## config.mk

```make
export PLATFORM = sky130hd
export DESIGN_NAME = video2ram_flat
export DESIGN_NICKNAME = d
export VERILOG_FILES = /design/src/rtl/video2ram_if.sv /design/src/rtl/video2ram.sv /design/src/flat_wrapper.sv
export SDC_FILE = /design/constraint.sdc
export NUM_CORES = 1
export LEC_CHECK = 0
export BUFFER_PORTS_ARGS = -buffer_cell sky130_fd_sc_hd__clkbuf_2
export CAP_MARGIN = 10
export CORE_MARGIN = 2
export CORE_UTILIZATION = 50
export DETAILED_ROUTE_END_ITERATION = 12
export HOLD_SLACK_MARGIN = 0.05
export PLACE_DENSITY = 0.74
export SYNTH_ARGS = -nofsm -noshare
export SYNTH_HDL_FRONTEND = slang
export SYNTH_SLANG_ARGS = --single-unit
```

## constraint.sdc

```tcl
create_clock -name clock -period 4.1 [get_ports clock]
set_input_delay 0.205 -clock clock [delete_from_list [all_inputs] [get_ports clock]]
set_output_delay 0.205 -clock clock [all_outputs]
set_load 0.01 [all_outputs]
```

## src/rtl/video2ram_if.sv

```systemverilog
// Video input and line-buffer RAM write port bundle for video2ram.
// master drives the video stream and observes the RAM write side; slave is the capture block.
interface video2ram_if;
    logic [23:0] vid_in;
    logic        hsync_in;
    logic        vsync_in;
    logic [14:0] wraddr;
    logic [23:0] wrdata;
    logic        wren;
    logic        starttrigger;
    logic        locked;

    modport master (
        output vid_in, hsync_in, vsync_in,
        input  wraddr, wrdata, wren, starttrigger, locked
    );

    modport slave (
        input  vid_in, hsync_in, vsync_in,
        output wraddr, wrdata, wren, starttrigger, locked
    );
endinterface

```

## src/rtl/video2ram.sv

```systemverilog
// Captures the visible window of the incoming video stream into the line-buffer RAM.
// Optional macro VIDEO2RAM_TESTPATTERN_EN replaces pixel data with a position pattern.
module video2ram #(
    parameter int BUFFER_LINE_LENGTH = 640,
    parameter int RAM_NUMWORDS       = 23040,
    parameter int H_CAPTURE_START    = 100,
    parameter int V_CAPTURE_START    = 20,
    parameter int V_CAPTURE_LINES    = 480,
    parameter int TRIGGER_LINE       = 8
) (
    input  logic        clock,
    input  logic        reset,
    video2ram_if.slave  vif
);
    localparam logic [11:0] X_START   = 12'(H_CAPTURE_START);
    localparam logic [11:0] X_END     = 12'(H_CAPTURE_START + BUFFER_LINE_LENGTH);
    localparam logic [10:0] Y_START   = 11'(V_CAPTURE_START);
    localparam logic [10:0] Y_END     = 11'(V_CAPTURE_START + V_CAPTURE_LINES);
    localparam logic [10:0] Y_TRIG    = 11'(V_CAPTURE_START + TRIGGER_LINE);
    localparam logic [15:0] LINE_STEP = 16'(BUFFER_LINE_LENGTH);
    localparam logic [15:0] RAM_WORDS = 16'(RAM_NUMWORDS);

    typedef enum logic [1:0] {ST_IDLE, ST_SYNC, ST_RUN} state_t;

    logic [23:0] r_vid;
    logic        r_hs, r_hs_d, r_vs, r_vs_d;
    logic [11:0] r_x;
    logic [10:0] r_y;
    logic [14:0] r_base;
    logic        r_trig_done;
    state_t      r_state;
    logic        r_seen_hs;
    logic        r_locked;
    logic        r_wren;
    logic [14:0] r_wraddr;
    logic [23:0] r_wrdata;
    logic        r_trig;

    logic        w_hs_edge, w_vs_edge, w_run, w_cap, w_trig, w_line_end;
    logic [11:0] w_x;
    logic [10:0] w_y;
    logic [14:0] w_addr;
    logic [15:0] w_base_inc;
    logic [23:0] w_pix;

    assign w_hs_edge = r_hs_d & ~r_hs;
    assign w_vs_edge = r_vs_d & ~r_vs;
    assign w_run     = (r_state == ST_RUN);

    // w_x/w_y are the position of the pixel currently held in r_vid; they become r_x/r_y next clock.
    assign w_x = w_hs_edge ? 12'd0 : ((r_x == 12'hFFF) ? r_x : r_x + 12'd1);
    assign w_y = w_vs_edge ? 11'd0
               : ((w_hs_edge && (r_y != 11'h7FF)) ? r_y + 11'd1 : r_y);

    assign w_cap = w_run && (w_x >= X_START) && (w_x < X_END)
                         && (w_y >= Y_START) && (w_y < Y_END);
    assign w_trig     = w_cap && (w_x == X_START) && (w_y == Y_TRIG) && !r_trig_done;
    assign w_addr     = r_base + {3'd0, w_x - X_START};
    assign w_base_inc = {1'b0, r_base} + LINE_STEP;
    // r_y still holds the line that this hsync edge terminates.
    assign w_line_end = w_hs_edge && w_run && (r_y >= Y_START) && (r_y < Y_END);

`ifdef VIDEO2RAM_TESTPATTERN_EN
    assign w_pix = {w_x[7:0] - X_START[7:0], w_y[7:0], 8'h80};
`else
    assign w_pix = r_vid;
`endif

    always_ff @(posedge clock or negedge reset) begin
        if (!reset) begin
            r_vid       <= '0;
            r_hs        <= 1'b1;
            r_hs_d      <= 1'b1;
            r_vs        <= 1'b1;
            r_vs_d      <= 1'b1;
            r_x         <= '0;
            r_y         <= '0;
            r_base      <= '0;
            r_trig_done <= 1'b0;
            r_wren      <= 1'b0;
            r_wraddr    <= '0;
            r_wrdata    <= '0;
            r_trig      <= 1'b0;
        end else begin
            r_vid  <= vif.vid_in;
            r_hs   <= vif.hsync_in;
            r_hs_d <= r_hs;
            r_vs   <= vif.vsync_in;
            r_vs_d <= r_vs;
            r_x    <= w_x;
            r_y    <= w_y;

            if (w_vs_edge) begin
                r_base <= '0;
            end else if (w_line_end) begin
                r_base <= (w_base_inc >= RAM_WORDS) ? 15'd0 : w_base_inc[14:0];
            end

            if (w_vs_edge) begin
                r_trig_done <= 1'b0;
            end else if (w_trig) begin
                r_trig_done <= 1'b1;
            end

            r_wren <= w_cap;
            r_trig <= w_trig;
            if (w_cap) begin
                r_wraddr <= w_addr;
                r_wrdata <= w_pix;
            end
        end
    end

    // Lock needs two vsync edges with line activity between them; runaway Y means sync was lost.
    always_ff @(posedge clock or negedge reset) begin
        if (!reset) begin
            r_state   <= ST_IDLE;
            r_seen_hs <= 1'b0;
            r_locked  <= 1'b0;
        end else begin
            case (r_state)
                ST_IDLE: begin
                    if (w_vs_edge) begin
                        r_state   <= ST_SYNC;
                        r_seen_hs <= 1'b0;
                    end
                end
                ST_SYNC: begin
                    if (w_vs_edge) begin
                        r_seen_hs <= 1'b0;
                        if (r_seen_hs) begin
                            r_state  <= ST_RUN;
                            r_locked <= 1'b1;
                        end
                    end else if (w_hs_edge) begin
                        r_seen_hs <= 1'b1;
                    end
                end
                ST_RUN: begin
                    if (r_y == 11'h7FF) begin
                        r_state  <= ST_IDLE;
                        r_locked <= 1'b0;
                    end
                end
                default: begin
                    r_state  <= ST_IDLE;
                    r_locked <= 1'b0;
                end
            endcase
        end
    end

    assign vif.wren         = r_wren;
    assign vif.wraddr       = r_wraddr;
    assign vif.wrdata       = r_wrdata;
    assign vif.starttrigger = r_trig;
    assign vif.locked       = r_locked;
endmodule
```

## src/flat_wrapper.sv

```systemverilog
// flat-port wrapper written by rule: the top's interface ports become plain ports
module video2ram_flat 
#(
    parameter int BUFFER_LINE_LENGTH = 640,
    parameter int RAM_NUMWORDS       = 23040,
    parameter int H_CAPTURE_START    = 100,
    parameter int V_CAPTURE_START    = 20,
    parameter int V_CAPTURE_LINES    = 480,
    parameter int TRIGGER_LINE       = 8
)
  (clock, reset, vif_vid_in, vif_hsync_in, vif_vsync_in, vif_wraddr, vif_wrdata, vif_wren, vif_starttrigger, vif_locked);
  video2ram_if vif_i ();
  input  logic clock;
  input  logic reset;
  input wire logic [$bits(vif_i.vid_in)-1:0] vif_vid_in;
  input wire logic [$bits(vif_i.hsync_in)-1:0] vif_hsync_in;
  input wire logic [$bits(vif_i.vsync_in)-1:0] vif_vsync_in;
  output wire logic [$bits(vif_i.wraddr)-1:0] vif_wraddr;
  output wire logic [$bits(vif_i.wrdata)-1:0] vif_wrdata;
  output wire logic [$bits(vif_i.wren)-1:0] vif_wren;
  output wire logic [$bits(vif_i.starttrigger)-1:0] vif_starttrigger;
  output wire logic [$bits(vif_i.locked)-1:0] vif_locked;
  assign vif_i.vid_in = vif_vid_in;
  assign vif_i.hsync_in = vif_hsync_in;
  assign vif_i.vsync_in = vif_vsync_in;
  assign vif_wraddr = vif_i.wraddr;
  assign vif_wrdata = vif_i.wrdata;
  assign vif_wren = vif_i.wren;
  assign vif_starttrigger = vif_i.starttrigger;
  assign vif_locked = vif_i.locked;
  video2ram #(.BUFFER_LINE_LENGTH(BUFFER_LINE_LENGTH), .RAM_NUMWORDS(RAM_NUMWORDS), .H_CAPTURE_START(H_CAPTURE_START), .V_CAPTURE_START(V_CAPTURE_START), .V_CAPTURE_LINES(V_CAPTURE_LINES), .TRIGGER_LINE(TRIGGER_LINE)) u_core (.clock(clock), .reset(reset), .vif(vif_i));
endmodule
```

======== Word level (Yosys, flattened, before mapping) ========
Cells that the tools add are included.
word-level totals
  register bits after elaboration ......... 112
  input bits .............................. 28
  logic and storage cells ................. 86
operators by class
  $add $sub $neg .......................... 5
  magnitude comparators ................... 7
  equality and inequality tests ........... 12
  muxes and demuxes ....................... 22
  bitwise gates (word level) .............. 5
  reduce and logical (&&, ||, !) cells .... 19
operators with widths
  operator                                                                               number
  15-bit two-way mux                                                                     3
  12-bit two-way mux                                                                     2
  11-bit by 5-bit greater-or-equal comparator with 1-bit output, second input constant   2
  11-bit by 9-bit less-than comparator with 1-bit output, second input constant          2
  11-bit two-way mux                                                                     2
  15-bit by 10-bit adder with 16-bit output, second input constant                       1
  16-bit by 15-bit greater-or-equal comparator with 1-bit output, second input constant  1
  15-bit by 12-bit adder with 15-bit output                                              1
  12-bit by 1-bit adder with 12-bit output, second input constant                        1
  12-bit equality test, second input constant                                            1
  12-bit by 7-bit equality test with 1-bit output, second input constant                 1
  12-bit by 7-bit greater-or-equal comparator with 1-bit output, second input constant   1
  12-bit by 10-bit less-than comparator with 1-bit output, second input constant         1
  12-bit by 7-bit subtractor with 12-bit output, second input constant                   1
  11-bit by 1-bit adder with 11-bit output, second input constant                        1
  11-bit equality test, second input constant                                            1
  11-bit by 5-bit equality test with 1-bit output, second input constant                 1
  1-bit logical AND                                                                      11
  11-bit inequality test, second input constant                                          1
  1-bit two-way mux                                                                      8
  2-bit two-way mux                                                                      4
  4-bit AND reduction                                                                    2
  2-bit by 1-bit inequality test with 1-bit output, second input constant                3
  2-bit one-hot mux with 3 select lines                                                  1
  other kinds (12)                                                                       17

======== Depth between registers and ports, before layout ========
Gate-level depths: netlist of run 1.
  word-level depth ........................ 13
  gate-level depth with buffers ........... 21
  depth with buffers taken out ............ 20

======== Worst setup path after synthesis of run 1 ========
OpenSTA, ideal clock, no wires.
  kind .................................... flip-flop to flip-flop
  from .................................... register u_core.r_x[0]
  to ...................................... register u_core.r_wraddr[13] (netlist: u_core.vif.wraddr[13])
  library setup time ...................... 128 ps
  arrival time ............................ 4025 ps
  data required time ...................... 3972 ps
  path slack .............................. -52 ps
  stages on the path, launching flop included .. 22
  path buffers ............................ 1
  period minus slack after synthesis ...... 4152 ps
  path through ............................ dfrtp_1 > ha_1 > and3_1 > buf_4 > nand4_2 > nand4_1 > xor2_1 > or2_2 > ha_1 > inv_1 > nor2_1 > o21ai_0 > xnor2_1 > nand2_1 > ha_1 > a21oi_1 > o21bai_1 > a21oi_1 > nor2b_1 > o21ai_0 > xnor2_1 > mux2_1
between the ends
  word-level cells in the longest chain between the ends .. 8
  elaborated cells on any way between the ends .. 12
  classes of those cells .................. add/sub (3); order compare (2); eq/ne (1); mux (2); reduce/logical (4)
RTL lines
  element                                                                            RTL line          source
  from (decl)                                                                        video2ram.sv:27   logic [11:0] r_x;
  from (signal assigned)                                                             video2ram.sv:90   r_x <= w_x;
  12-bit by 1-bit adder with 12-bit output or 12-bit equality test (tied branches)   video2ram.sv:51   assign w_x = w_hs_edge ? 12'd0 : ((r_x == 12'hFFF) ? r_x : r_x + 12'd1);
  12-bit two-way mux * (2 in series)                                                 video2ram.sv:51
  branches (longest 5 deep; another with 15-bit by 12-bit adder with 15-bit output)  -
  to (signal assigned)                                                               video2ram.sv:108  r_wraddr <= w_addr;
  to (decl)                                                                          video2ram.sv:35   logic [14:0] r_wraddr;
Every way passes the cells marked *.
A chain may end at the register's enable or synchronous reset.

======== Worst setup path after layout of run 1 ========
  from .................................... register u_core.r_x[1]
  to ...................................... register u_core.r_wraddr[14] (netlist: u_core.vif.wraddr[14])
Same word-level chain as after synthesis.

==> reports/results.ini, run 1 <==
[routing]
drtAntennaViolNets=0
vias=4396
dr.pass1.iters=4
wl_per_cell_um=15.5
drc=0
viasPerCell=5.56
drt_iter0_drc=281
drt_wl_total_um=12300

[die]
start_util_pct=51.8
fp.dieW_um=108
core-area_sq_mm=0.0104
dieArea_sq_mm=0.0116
ios=70
die_y_um=108
core.rowCount=37

[clock_tree]
numCtsBuffers=9
cts.clk_slew.worst_paths_ps=100
clockRootBuffer=clkbuf_8
cts_tree=done
clock-sinks=105
cts.path.max_buffers=2
htree_num_levels=3
clk_latency_ps=380

[finish]
stdcell_area_sq_mm=0.00635
seqCellArea_sq_mm=0.00263
diodes=0
num-nets-final=690
syn2layout_area_growth_pct=18.3
drive_gt1_share_pct=20.5
num-fill-cells=885
multi_input_area_sq_mm=0.00253

[synth]
async_reset_ff_share_pct=100
ys_ff_latch=105
syn_area_sq_mm=0.00537
avgSynthCellArea_sq_um=9.66
synth.distinct_cells=73
ys_warn_count=0
synth_ff_type=dfrtp_1
syn_nets=597
synth_edf_count=0
syn-instance-count=556
seq_area_frac_synth_pct=49.0

[pwr]
p_int_mw=1.49
p_leak_nw=3.05
p_switching_mw=0.611
switching_share_pct=29.1
power_mw=2.10
p_per_area_mw_per_mm2=331
p_seq_share_pct=54.4
share_comb_of_total_power_pct=16.5
clkPwrFrac_pct=29.1
vdd_drop_max_mv=0.221

[timing]
hold_viol=0
maxSlewViolCount=0
finalCritPeriodShare_pct=94.3
finalCriticalPeriod_ps=3870
finalSetupViolations=0
holdWs_ps=375
fin_worst_skew_ps=12.1
fin_setup_tns_ps=0
worstMarginPinSlew_ps=913
slew_headroom_pct=39.1
timing.fmax_ghz=0.259

[critical_path]
crit_fanout=8
crit_type=flop to flop
end_kind=flop
crit_arrival_ps=4180
cp-start-kind=flop
required_ps=4410

[place]
dp_hpwl_um=8430
dpl-instance-area_sq_mm=0.00585
port_buffers=69
place_congestion=0.931

[grt]
grt_first_pass_wirelength_um=20400
grt_max_degree=73
grt_overflow=0
antenna_found_initial=0
grt_pass1_vias=4254
gr-usage-all-layers_pct=22.3

[worst_hold_path]
hp-class=flop to flop

[run_status]
status=completed

[run]
drv_cap=0

area by class of cell:
class | instances | area share (%)
Sequential cell | 105 | 41.5
Multi-Input combinational cell | 402 | 39.8
Timing Repair Buffer | 111 | 11.9
Tap cell | 136 | 2.68
Clock buffer | 10 | 2.17
Inverter | 20 | 1.18
Clock inverter | 6 | 0.788
worst paths after layout:
kind / start / cells after the start / to / slack [ps]
min reg2reg: u_core.r_vs$_DFF_PN1_ / 0 / u_core.r_vs_d$_DFF_PN1_ / 380
min in group asynchronous: reset / 2 / u_core.vif.starttrigger$_DFF_PN0_ / 490
max in group asynchronous: reset / 3 / u_core.r_vid[21]$_DFF_PN0_ / 2650
max reg2reg: u_core.r_x[1]$_DFF_PN0_ / 18 / u_core.vif.wraddr[14]$_DFFE_PN0P_ / 230
min: u_core.r_vs$_DFF_PN1_ / 0 / u_core.r_vs_d$_DFF_PN1_ / 380
max: u_core.r_x[1]$_DFF_PN0_ / 18 / u_core.vif.wraddr[14]$_DFFE_PN0P_ / 230
cell families (layout without fill, tap and decap cells):
group / Yosys count / count (layout) / share of synthesized area (%)
and+or+nand+nor: 250 / 250 / 23.1
DFF: 105 / 105 / 49.0
AOI/OAI and AO/OA: 104 / 104 / 14.2
buffers and inverters: 49 / 147 / 4.66
xor gates and xnor gates: 22 / 22 / 3.59
adders and majority gates: 13 / 13 / 3.03
muxes: 12 / 12 / 2.35
other: 1 / 1 / 0.0698
power by group through the flow:
stage                     Combinational (mW)  Sequential [mW]  Clock (mW)
after detailed placement               0.300             1.16           0
final                                  0.347             1.14       0.611
after global routing                   0.390             1.15       0.670
after global placement                 0.290             1.15           0
after floorplan                        0.220             1.14           0
after CTS                              0.323             1.14       0.631
per-layer routing:
metal  routed length, um  global-route usage [%]
met2                6050                    36.7
met4                 166                    5.31
met3                 632                    5.99
met5                   0                       0
met1                5410                    29.6
cells in the final DEF, fill, tap and decap left out, types with 8 or more instances in the layout:
| master | synthesis | final |
|---|---|---|
| a21o_1 | 10 | 10 |
| nand4_1 | 11 | 11 |
| buf_4 | 4 | 14 |
| dlygate4sd3_1 | 0 | 27 |
| a21oi_1 | 17 | 15 |
| ha_1 | 13 | 10 |
| dfrtp_1 | 101 | 100 |
| o21ai_0 | 15 | 12 |
| clkbuf_2 | 0 | 68 |
| o21ai_1 | 7 | 10 |
| nand2_1 | 113 | 113 |
| nor2_1 | 32 | 32 |
| xor2_1 | 8 | 8 |
| nor3_1 | 11 | 11 |
| nand3_1 | 17 | 17 |
| xnor2_1 | 14 | 14 |
| clkbuf_8 | 0 | 10 |
| inv_1 | 19 | 19 |
| and3_1 | 8 | 8 |
synth_stat cells (5+ instances only):
cell / count / share of area [%]
o21ai_0: 15 / 1.4
nand2_1: 113 / 7.9
or3_1: 5 / 0.58
inv_1: 19 / 1.3
a21oi_1: 17 / 1.6
buf_2: 11 / 1.0
nor4_1: 5 / 0.58
ha_1: 13 / 3.0
nand2b_1: 7 / 0.82
dfrtp_1: 101 / 47
xnor2_1: 14 / 2.3
clkbuf_1: 9 / 0.63
and3_1: 8 / 0.93
nor2_1: 32 / 2.2
nor3_1: 11 / 1.0
nor2b_1: 7 / 0.82
mux2i_1: 7 / 1.3
a31oi_1: 7 / 0.82
a21o_1: 10 / 1.4
nand3_1: 17 / 1.6
buf_6: 5 / 1.0
nand4_1: 11 / 1.3
xor2_1: 8 / 1.3
o21ai_1: 7 / 0.65
and4_1: 6 / 0.98
critical path: stages, from the launching register on:
cell and delay [ps]:
dfrtp_2 460, ha_1 210, and3_1 210, nand4_2 100
nand4_1 140, xor2_1 180, or2_2 320, ha_2 220
inv_1 90, nor2_1 90, a2bb2oi_4 200, xnor2_1 150
ha_2 420, nand2_1 90, nor2_1 150, a221oi_1 100
o21a_1 160, or3_1 340, a31oi_1 160
flip-flops by register name, indices dropped and copies added (netlist names):
register                 cells
u_core.r_base                8
u_core.r_hs                  1
u_core.r_hs_d                1
u_core.r_seen_hs             1
u_core.r_state               2
u_core.r_trig_done           1
u_core.r_vid                24
u_core.r_vs                  1
u_core.r_vs_d                1
u_core.r_x                  12
u_core.r_y                  11
u_core.vif.locked            1
u_core.vif.starttrigger      1
u_core.vif.wraddr           15
u_core.vif.wrdata           24
u_core.vif.wren              1
repair_timing:
| action | CTS | global route |
|---|---|---|
| setup buffers | 0 | 1 |
| setup endpoints to repair | 0 | 4 |
| endpoints found under the hold margin | 93 | 0 |
| gates resized for setup | 0 | 10 |
| hold buffers | 27 | 0 |
metrics by stage:
stage	utilization (%)	cells	setup slack [ps]
after floorplan	-	556	35.7
after global placement	56.4	746	259
after detailed placement	56.4	746	82.1
after CTS	60.8	789	47.2
after global routing	61.3	790	-0.501
final	61.3	790	232
Note: power is estimated with default switching activity, not from simulation.
==> run 2, diff against run 1 <==
- ABC_AREA: unset -> 1
- PLACE_DENSITY: 0.74 -> 0.72
- SLEW_MARGIN: unset -> 20
- clock period: 4.1 -> 4.7 ns (I/O delays scaled with it)
==> reports/results.ini, run 2 <==
[run_status]
status=completed

[routing]
viasPerCell=5.02  ; -9.7%
dr.pass1.iters=5  ; +1
wl_per_cell_um=13.2  ; -15%
drt_wl_total_um=11300  ; -7.9%
vias=4300  ; -2.2%
drtAntennaViolNets=0  ; unchanged
drc=0  ; unchanged
drt_iter0_drc=235  ; -16%

[synth]
ys_ff_latch=105  ; unchanged
synth.distinct_cells=36  ; -51%
syn_area_sq_mm=0.00519  ; -3.3%
avgSynthCellArea_sq_um=8.41  ; -13%
synth_top_area_cell=dfrtp_1
synth_edf_count=0  ; unchanged
ys_warn_count=0  ; unchanged
synth_commonest_cells=nand2_1, dfrtp_1, inv_1
syn_nets=659  ; +10%
synth_ff_type=dfrtp_1
seq_area_frac_synth_pct=50.7  ; +1.7 points
synth_area_leaders=dfrtp_1, nand2_1, inv_1
syn-instance-count=618  ; +11%
async_reset_ff_share_pct=100  ; unchanged
yosysMostFrequentCell=nand2_1
synth_top_area_share_pct=48.7  ; +1.6 points

[finish]
syn2layout_area_growth_pct=18.6
layout_common_cells=nand2_1, dfrtp_1, inv_1
fin_util_pct=60.5  ; -0.74 points
diodes=0  ; unchanged
final_common_cell=nand2_1
num-fill-cells=877  ; -0.90%
num-nets-final=756  ; +9.6%
drive_gt1_share_pct=20.4  ; -0.073 points

[run]
drv_cap=0  ; unchanged

[place]
dp_hpwl_um=7990  ; -5.3%
place_congestion=0.902  ; -3.1%
port_buffers=69  ; unchanged

[die]
die_y_um=106  ; -1.6%
start_util_pct=51.0  ; -0.78 points
core-area_sq_mm=0.0102  ; -1.8%
ios=70  ; unchanged
core.rowCount=37  ; unchanged
dieArea_sq_mm=0.0112  ; -3.1%
fp.dieW_um=106  ; -1.6%

[grt]
grt_max_degree=73  ; unchanged
antenna_found_initial=0  ; unchanged
grt.met1_usage_pct=28.4  ; -1.1 points
gr-usage-all-layers_pct=21.7  ; -0.63 points
grt_first_pass_wirelength_um=19500  ; -4.3%
grt_pass1_vias=4255  ; +0.024%
grt.busiest_layer=met2
grt_overflow=0  ; unchanged
grtUsageMet2_pct=37.0  ; +0.26 points
grt_util_met3_pct=4.84  ; -1.1 points

[pwr]
p_per_area_mw_per_mm2=312  ; -5.6%
p_leak_nw=3.30  ; +8.0%
vdd_drop_max_mv=0.241  ; +8.7%

[critical_path]
r2r_start=u_core.r_hs_d$_DFF_PN1_
worstRegToRegCells=19  ; +1
crit_fanout=13  ; +5
end_kind=flop
r2r_end=u_core.vif.wraddr[13]$_DFFE_PN0P_
crit_type=flop to flop
required_ps=4980  ; +570 ps
cp-start-kind=flop
crit_arrival_ps=3980  ; -200 ps
r2r_setup_slack_ps=1000  ; +770 ps

[clock_tree]
clk_latency_ps=370  ; about the same
clockRootBuffer=clkbuf_8
numCtsBuffers=9  ; unchanged
cts_tree=done
cts.clk_slew.worst_paths_ps=110  ; about the same
htree_num_levels=3  ; unchanged
cts.path.max_buffers=2  ; unchanged
clock-sinks=105  ; unchanged

[timing]
hold_viol=0  ; unchanged
fin_setup_tns_ps=0  ; unchanged
timing.fmax_ghz=0.270  ; +4.5%
rsz0062_at_grt=no
finalCritPeriodShare_pct=78.8  ; -16 points
maxSlewViolCount=0  ; unchanged
slew_headroom_pct=40.9  ; +1.8 points
fin_worst_skew_ps=8.91  ; -3.19 ps
finalSetupViolations=0  ; unchanged
worstMarginPinSlew_ps=885  ; -28.2 ps
finalCriticalPeriod_ps=3700  ; -165 ps

[worst_hold_path]
min_to=u_core.r_vs_d$_DFF_PN1_
whs_path_depth=0  ; unchanged
hp-class=flop to flop
min_from=u_core.r_vs$_DFF_PN1_

## run 2: changes by cell type in the layout (fill, tap and decap cells not counted), sizes merged, moves of 8 or more
cell / previous run / this run
xnor2: 14 / 5
a21o: 10 / 1
nor2: 32 / 58
nand3: 17 / 47
and3: 8 / 0
nand2: 114 / 216
inv: 23 / 77
a21oi: 18 / 10
nor3: 11 / 3
buf: 16 / 3
xor2: 8 / 19
## run 2: through the flow
stage	power [mW]	setup slack [ps]	area (sq um)	hold WS, ps	std cells
after detailed placement	1.27	1070	5640	324	813
after floorplan	1.19	1470	5190	-60.6	618
after CTS	1.94	1010	6160	378	856
final	1.92	998	6160	374	856
after global placement	1.27	1170	5640	328	813
after global routing	2.04	563	6160	384	856
## run 2: where the power goes
group | internal (mW) | total [mW] | switching [mW]
clock network | 0.317 | 0.648 | 0.331
registers | 0.948 | 0.984 | 0.0364
logic | 0.110 | 0.293 | 0.183
## run 2: cell families (layout without fill, tap and decap cells)
| kind of cell | count (synthesis) | in the layout | share of synthesized area (%) |
|---|---|---|---|
| AO/OA/AOI/OAI | 45 | 45 | 4.82 |
| XOR/XNOR | 24 | 24 | 4.05 |
| adder cells (fa/ha/maj) | 13 | 13 | 3.13 |
| buffers and inverters | 87 | 189 | 7.10 |
| flip-flops | 105 | 105 | 50.7 |
| other | 1 | 1 | 0.0722 |
| AND/OR/NAND/NOR | 343 | 343 | 30.2 |
## run 2: repair_timing
item                                   CTS  global route
gates resized for setup                  0             0
setup buffers                            0             0
hold buffers                            27             0
endpoints found under the hold margin   93             0
## run 2: per-layer routing
metal / part of all wire [%] / up-vias
met3: 4.1 / 15
li1: - / 2127
met1: 44 / 2057
met5: 0 / -
met4: 1.1 / 0
met2: 51 / 101
## run 2: critical path: stages (launching register included)
cell and delay [ps]:
dfstp_2 530, inv_1 60, nor2_4 240, inv_1 290, nand2_1 270, ha_1 250
o21ai_0 110, a21oi_1 160, xor2_1 190, ha_1 290, a21oi_1 230, inv_1 60
a21oi_1 260, o21bai_1 140, a21oi_1 150, nor2_1 60, xnor2_1 130, nand2_1 70
nand2_1 100, inv_1 40
## run 2: how the worst max path moves through the flow
stage | start | to | slack, ps | cells past startpoint
2_1_floorplan | u_core.r_x[0]$_DFF_PN0_ | u_core.vif.wraddr[13]$_DFFE_PN0P_ | 1470 | 22
3_3_place_gp | u_core.r_x[1]$_DFF_PN0_ | u_core.vif.wraddr[13]$_DFFE_PN0P_ | 1170 | 21
3_5_place_dp | u_core.r_x[1]$_DFF_PN0_ | u_core.vif.wraddr[13]$_DFFE_PN0P_ | 1070 | 21
4_1_cts | u_core.r_hs_d$_DFF_PN1_ | u_core.vif.wraddr[13]$_DFFE_PN0P_ | 1010 | 19
5_1_grt | u_core.r_x[0]$_DFF_PN0_ | u_core.vif.wraddr[13]$_DFFE_PN0P_ | 560 | 21
6_report | u_core.r_hs_d$_DFF_PN1_ | u_core.vif.wraddr[13]$_DFFE_PN0P_ | 1000 | 19
## run 2: area by class of cell
cell class	count	area [sq um]	share of cell area [%]
inverters	75	282	4.57
clock inverters	7	124	2.01
clock buffers	9	124	2.01
flip-flops and latches	105	2630	42.7
repair buffers	98	633	10.3
well taps	136	170	2.76
multi-input cells	426	2200	35.7
